<file path="src/rtl/vfpu_ctrl_fsm.sv">
// Control FSM that sequences two source streamers and one sink streamer for a vector add/sub job.
// Optional watchdog: define VFPU_CTRL_TIMEOUT_EN to bound the WAIT_READY and RUN states.
module vfpu_ctrl_fsm #(
    parameter int unsigned ADDR_WIDTH     = 32,
    parameter int unsigned LEN_WIDTH      = 16,
    parameter int unsigned TIMEOUT_CYCLES = 65535
) (
    input  logic                    clk_i,
    input  logic                    rst_ni,
    input  logic                    clear_i,
    input  logic                    start_i,
    input  logic                    op_i,
    input  logic [LEN_WIDTH-1:0]    len_i,
    input  logic [ADDR_WIDTH-1:0]   addr_a_i,
    input  logic [ADDR_WIDTH-1:0]   addr_b_i,
    input  logic [ADDR_WIDTH-1:0]   addr_c_i,
    input  logic [1:0]              src_ready_i,
    input  logic [1:0]              src_done_i,
    input  logic                    sink_ready_i,
    input  logic                    sink_done_i,
    output logic [1:0]              src_req_start_o,
    output logic                    sink_req_start_o,
    output logic [2*ADDR_WIDTH-1:0] src_addr_o,
    output logic [ADDR_WIDTH-1:0]   sink_addr_o,
    output logic [LEN_WIDTH-1:0]    trans_size_o,
    output logic                    op_o,
    output logic                    busy_o,
    output logic                    done_o,
    output logic                    error_o
);

    typedef enum logic [2:0] {
        IDLE,
        WAIT_READY,
        START,
        RUN,
        DONE
    } state_e;

    state_e                  state_q, state_d;
    logic                    op_q, op_d;
    logic [LEN_WIDTH-1:0]    len_q, len_d;
    logic [ADDR_WIDTH-1:0]   addr_a_q, addr_a_d;
    logic [ADDR_WIDTH-1:0]   addr_b_q, addr_b_d;
    logic [ADDR_WIDTH-1:0]   addr_c_q, addr_c_d;
    logic [1:0]              src_done_q, src_done_d;
    logic                    sink_done_q, sink_done_d;
    logic                    error_q, error_d;

`ifdef VFPU_CTRL_TIMEOUT_EN
    localparam int unsigned CNT_W = $clog2(TIMEOUT_CYCLES + 1);
    logic [CNT_W-1:0] cnt_q, cnt_d;
`else
    logic unused_timeout_cfg;
    assign unused_timeout_cfg = ^TIMEOUT_CYCLES;
`endif

    always_comb begin
        state_d     = state_q;
        op_d        = op_q;
        len_d       = len_q;
        addr_a_d    = addr_a_q;
        addr_b_d    = addr_b_q;
        addr_c_d    = addr_c_q;
        src_done_d  = src_done_q;
        sink_done_d = sink_done_q;
        error_d     = error_q;

        unique case (state_q)
            IDLE: begin
                if (start_i) begin
                    if (len_i != '0) begin
                        op_d     = op_i;
                        len_d    = len_i;
                        addr_a_d = addr_a_i;
                        addr_b_d = addr_b_i;
                        addr_c_d = addr_c_i;
                        error_d  = 1'b0;
                        state_d  = WAIT_READY;
                    end else begin
                        error_d = 1'b1;
                    end
                end
            end
            WAIT_READY: begin
                if (src_ready_i == 2'b11 && sink_ready_i) state_d = START;
            end
            START: state_d = RUN;
            RUN: begin
                src_done_d  = src_done_q | src_done_i;
                sink_done_d = sink_done_q | sink_done_i;
                // Same-cycle source dones count as recorded before the sink done.
                if (sink_done_d) begin
                    if (src_done_d != 2'b11) error_d = 1'b1;
                    state_d = DONE;
                end
            end
            DONE: begin
                src_done_d  = '0;
                sink_done_d = 1'b0;
                state_d     = IDLE;
            end
            default: state_d = IDLE;
        endcase

`ifdef VFPU_CTRL_TIMEOUT_EN
        if ((state_q == WAIT_READY || state_q == RUN) && cnt_q == CNT_W'(TIMEOUT_CYCLES)) begin
            error_d = 1'b1;
            state_d = DONE;
        end
        // Counter restarts from zero on every state entry.
        cnt_d = '0;
        if (state_d == state_q && (state_q == WAIT_READY || state_q == RUN))
            cnt_d = cnt_q + CNT_W'(1);
`endif

        if (clear_i) begin
            state_d     = IDLE;
            op_d        = 1'b0;
            len_d       = '0;
            addr_a_d    = '0;
            addr_b_d    = '0;
            addr_c_d    = '0;
            src_done_d  = '0;
            sink_done_d = 1'b0;
            error_d     = 1'b0;
`ifdef VFPU_CTRL_TIMEOUT_EN
            cnt_d       = '0;
`endif
        end
    end

    always_ff @(posedge clk_i or negedge rst_ni) begin
        if (!rst_ni) begin
            state_q     <= IDLE;
            op_q        <= 1'b0;
            len_q       <= '0;
            addr_a_q    <= '0;
            addr_b_q    <= '0;
            addr_c_q    <= '0;
            src_done_q  <= '0;
            sink_done_q <= 1'b0;
            error_q     <= 1'b0;
        end else begin
            state_q     <= state_d;
            op_q        <= op_d;
            len_q       <= len_d;
            addr_a_q    <= addr_a_d;
            addr_b_q    <= addr_b_d;
            addr_c_q    <= addr_c_d;
            src_done_q  <= src_done_d;
            sink_done_q <= sink_done_d;
            error_q     <= error_d;
        end
    end

`ifdef VFPU_CTRL_TIMEOUT_EN
    always_ff @(posedge clk_i or negedge rst_ni) begin
        if (!rst_ni) cnt_q <= '0;
        else         cnt_q <= cnt_d;
    end
`endif

    assign src_req_start_o  = (state_q == START) ? 2'b11 : 2'b00;
    assign sink_req_start_o = (state_q == START);
    assign src_addr_o       = {addr_b_q, addr_a_q};
    assign sink_addr_o      = addr_c_q;
    assign trans_size_o     = len_q;
    assign op_o             = op_q;
    assign busy_o           = (state_q != IDLE);
    assign done_o           = (state_q == DONE);
    assign error_o          = error_q;

endmodule

</file>
<file path="config.mk">
export PLATFORM = sky130hd
export DESIGN_NAME = vfpu_ctrl_fsm
export DESIGN_NICKNAME = d
export VERILOG_FILES = /design/src/rtl/vfpu_ctrl_fsm.sv
export SDC_FILE = /design/constraint.sdc
export NUM_CORES = 1
export LEC_CHECK = 0
export BUFFER_PORTS_ARGS = -buffer_cell sky130_fd_sc_hd__buf_2
export CAP_MARGIN = 20
export CELL_PAD_IN_SITES_DETAIL_PLACEMENT = 0
export CELL_PAD_IN_SITES_GLOBAL_PLACEMENT = 1
export CORE_ASPECT_RATIO = 0.9
export CORE_MARGIN = 4
export CORE_UTILIZATION = 35
export CTS_BUF_LIST = sky130_fd_sc_hd__clkbuf_8
export DETAILED_ROUTE_END_ITERATION = 10
export HOLD_SLACK_MARGIN = 0.03
export PLACE_DENSITY_LB_ADDON = 0.08
export SLEW_MARGIN = 20
export SYNTH_ARGS = -nofsm -noshare
export SYNTH_HDL_FRONTEND = slang
export SYNTH_SLANG_ARGS = --single-unit
</file>
<file path="constraint.sdc">
create_clock -name clk_i -period 2.08 [get_ports clk_i]
set_input_delay 0.416 -clock clk_i [delete_from_list [all_inputs] [get_ports clk_i]]
set_output_delay 0.416 -clock clk_i [all_outputs]
set_load 0.05 [all_outputs]
</file>
==> PnR_summary.wiki <==
{| class="wikitable"
! Metric !! Value
|-
| Outcome || finished, final reports clean
|-
| Most used flip-flop cell after synthesis || dfrtp_1
|-
| Initial standard-cell utilization of the core || 36.4%
|-
| Area overhead of the layout relative to synthesis || 39.3%
|-
| Detailed-route vias per instance || ~5.0
|-
| Cells taking the most area after synthesis || dfrtp_1 67%, a22o_1 22%, buf_6 1.8%
|-
| Die outline height || 115 µm
|-
| Data arrival at the endpoint of the critical path || 1.57 ns
|-
| Clock latency on the worst-skew pair || 0.43 ns
|-
| Largest area contributor in the netlist || dfrtp_1
|-
| Number of CTS-inserted buffers || 17
|-
| Number of inserted filler cells in the final layout || 1149
|-
| Post-route DRC || 0
|-
| Fin. Hold Viols || 0
|-
| Element type at the critical path start || register
|-
| Count of buffers from port buffering || 241
|-
| Tightest hold margin || 0.195 ns
|-
| GR met1 Demand/Resource || between 20% and 30%
|-
| Number of global-route vias before repair || 3795
|-
| Comb power frac || 22.3%
|-
| Count of antenna-violating nets left after detailed routing || 0
|-
| Met2 layer usage reported by global route || 27.8%
|-
| Flip-flop and latch area || 3000 µm²
|-
| Final-report setup violation count || 0
|-
| Clock sink count || 120
|-
| Max rail drop VDD || 0.000377 V
|-
| Detailed-placement wirelength estimate || 9.43 mm
|-
| Max-slew violation total from the final report || 0
|-
| Portion of the post-synthesis area used by sequential elements || 67.3%
|-
| Clk slew on worst S/H paths || 0.07 ns
|-
| Post-DR wirelength/cell || 17.9 µm
|-
| Area taken by multi-input logic gates || 1290 µm²
|-
| Source of the worst register-to-register timing path || state_q[1]$_DFFE_PN0P_
|-
| Total length of routed wires || 13.0 mm
|-
| LEAKAGE || 3.51 nW
|-
| Yosys synthesis warning count || 0
|-
| DRC violation total after the first TritonRoute iteration || 144
|-
| Setup TNS || 0 ns
|-
| Min setup slack post-route || between 0.09 and 0.1 ns
|-
| Cell Int Power || 0.00371 W
|-
| Die Span X || about 130 µm
|-
| Reg power frac || 46.5%
|-
| Remaining global-route overflow || 0
|-
| Achievable Freq || slightly above 500 MHz
|-
| Maximum fanout count along the critical path || 11
|-
| Clock share of power || between 30% and 40%
|-
| Count of state elements after synthesis || 120
|-
| Final critical-path share of the clock period || 95.5%
|-
| Worst min-delay path class || primary input to register
|-
| Post-synthesis instance area || ~4500 µm²
|-
| Average instance area after synthesis || 14.5 µm²
|-
| Source of the critical timing path || state_q[1]$_DFFE_PN0P_
|-
| Std-Cell Core Area || around 12000 µm²
|-
| Routability cong. || 0.841
|-
| Number of max-cap violations || 0
|-
| CTS tree || built
|-
| EDFF count, synth || 0
|-
| Vias after detailed routing || 3634
|-
| Critical Path End Type || output pin
|-
| Post-Route Skew || between 0.006 and 0.007 ns
|-
| Post-synthesis cell type count || 31
|-
| Number of antenna violations at the first check in global routing || 0
|-
| Worst Min Path Start || addr_a_i[26]
|-
| Pre-CTS WS || -0.0106 ns
|-
| GRT Overall Usage || between 10% and 20%
|-
| Worst slew margin relative to its limit || 77.3%
|-
| Wire length of the first global-routing pass || roughly 20 mm
|-
| Sw Ratio || 32.9%
|-
| DIE AREA || 14600 µm²
|-
| Leading cell type by number of instances after synthesis || dfrtp_1
|-
| Fin crit period || 1.99 ns
|-
| Net count of the finished layout || between 600 and 700
|-
| CTS H-tree lvls || 4
|-
| Worst Path Class, Setup || register to output pin
|-
| Commonest cells in the netlist || 120 x dfrtp_1, 112 x a22o_1, 11 x buf_2, 11 x nor2_1, 9 x clkbuf_1
|-
| Share of synthesized flip-flops with an asynchronous set or reset || 100%
|-
| Ratio of cells with drive above 1 in the final layout || around half
|-
| Transition time of the tightest slew-check pin || 0.337 ns
|-
| Clock tree root driver cell || clkbuf_8
|-
| Most congested layer reported by global routing || met2
|-
| RSZ-0062 raised after global routing || no
|-
| Proportion of netlist area held by the largest area contributor || 67.3%
|-
| I/O pin cnt || 242
|-
| NetSw || 0.00182 W
|-
| Number of core rows || 38
|-
| Met3 routing resource usage after global routing || ~8.0%
|-
| Cells after synthesis || 307
|-
| Required time of the critical path || 1.66 ns
|-
| Pwr/cell area || approximately 890 nW/µm²
|-
| Syn nets || 430
|-
| Iteration count of the initial detailed-routing pass || 6
|-
| Worst-case clock buffer depth || 2
|-
| Largest net degree at the start of global routing || 62
|}
[metal layers]
layer | wire length, µm | part of all wire (%)
met1 | 5490 | 42
met2 | 6050 | 47
met4 | 183 | 1.4
met5 | 0 | 0
met3 | 1280 | 9.8
[registers in the layout, indices dropped and copies added, names as in the netlist]
signal	count
addr_a_q	32
addr_b_q	32
sink_addr_o	32
trans_size_o	16
state_q	3
src_done_q	2
error_o	1
op_o	1
sink_done_q	1
[stage by stage]
step           power, W  util [%]  area (µm²)  instances
2_1_floorplan   0.00342         -        4470        307
3_3_place_gp    0.00385      47.8        5860        693
3_5_place_dp    0.00385      47.8        5860        693
4_1_cts         0.00560      50.6        6200        726
5_1_grt         0.00578      50.6        6210        726
6_report        0.00553      50.6        6210        727
[cells by family after synthesis]
logic type,share of synthesized area (%)
simple gates,3.37
mux,0.253
buf+inv,4.18
compound gates,24.9
flops,67.3
[power groups by stage]
stage | logic, W | registers [W] | clock network [W]
5_1_grt | 0.00131 | 0.00259 | 0.00189
3_5_place_dp | 0.00125 | 0.00261 | 0
3_3_place_gp | 0.00124 | 0.00261 | 0
2_1_floorplan | 0.000279 | 0.00314 | 0
4_1_cts | 0.00125 | 0.00257 | 0.00178
6_report | 0.00123 | 0.00257 | 0.00172
[final timing paths]
path	slack (ns)	depth (start not counted)	end
max	0.09	3	busy_o
min	0.20	2	addr_a_q[26]$_DFFE_PN0P_
max reg2reg	0.28	5	sink_addr_o[10]$_DFFE_PN0P_
min reg2reg	0.50	1	trans_size_o[9]$_DFFE_PN0P_
max in group asynchronous	1.09	3	addr_a_q[17]$_DFFE_PN0P_
min in group asynchronous	0.39	2	addr_b_q[16]$_DFFE_PN0P_
[critical path: stages, from the launching register on]
cell,delay (ns)
dfrtp_1,0.39
buf_4,0.17
or3_1,0.37
buf_4,0.20
[cell type report]
| class | instances | share of cell area, % |
|---|---|---|
| clock inverters | 12 | 0.786 |
| inverters | 1 | 0.0604 |
| well taps | 160 | 3.22 |
| repair buffers | 256 | 22.3 |
| flip-flops and latches | 120 | 48.4 |
| multi-input cells | 157 | 20.8 |
| diodes | 1 | 0.0403 |
| clock buffers | 20 | 4.43 |
[repair_timing]
item,in CTS,in global routing
hold buffers,1,0
gates resized for setup,3,4
gates cloned,0,0
endpoints found under the hold margin,16,0
setup endpoints to repair,2,2
pin swaps,0,0
setup buffers,0,0
[layout by cell type (no fill, tap or decap), drive strengths merged]
cell type    count
buf            255
dfrtp          120
a22o           112
clkbuf          20
nor2            11
inv             10
nor4             4
a21oi            4
a31oi            3
clkinv           3
nand3            2
nand2            2
nor3b            2
nor3             2
o22ai            2
diode            1
or2              1
or3              1
nor2b            1
or3b             1
mux2             1
o21a             1
o31ai            1
o21ai            1
o211ai           1
a211oi           1
o211a            1
o31a             1
a41oi            1
dlygate4sd3      1
No activity file was read; power rests on OpenSTA's default activity.
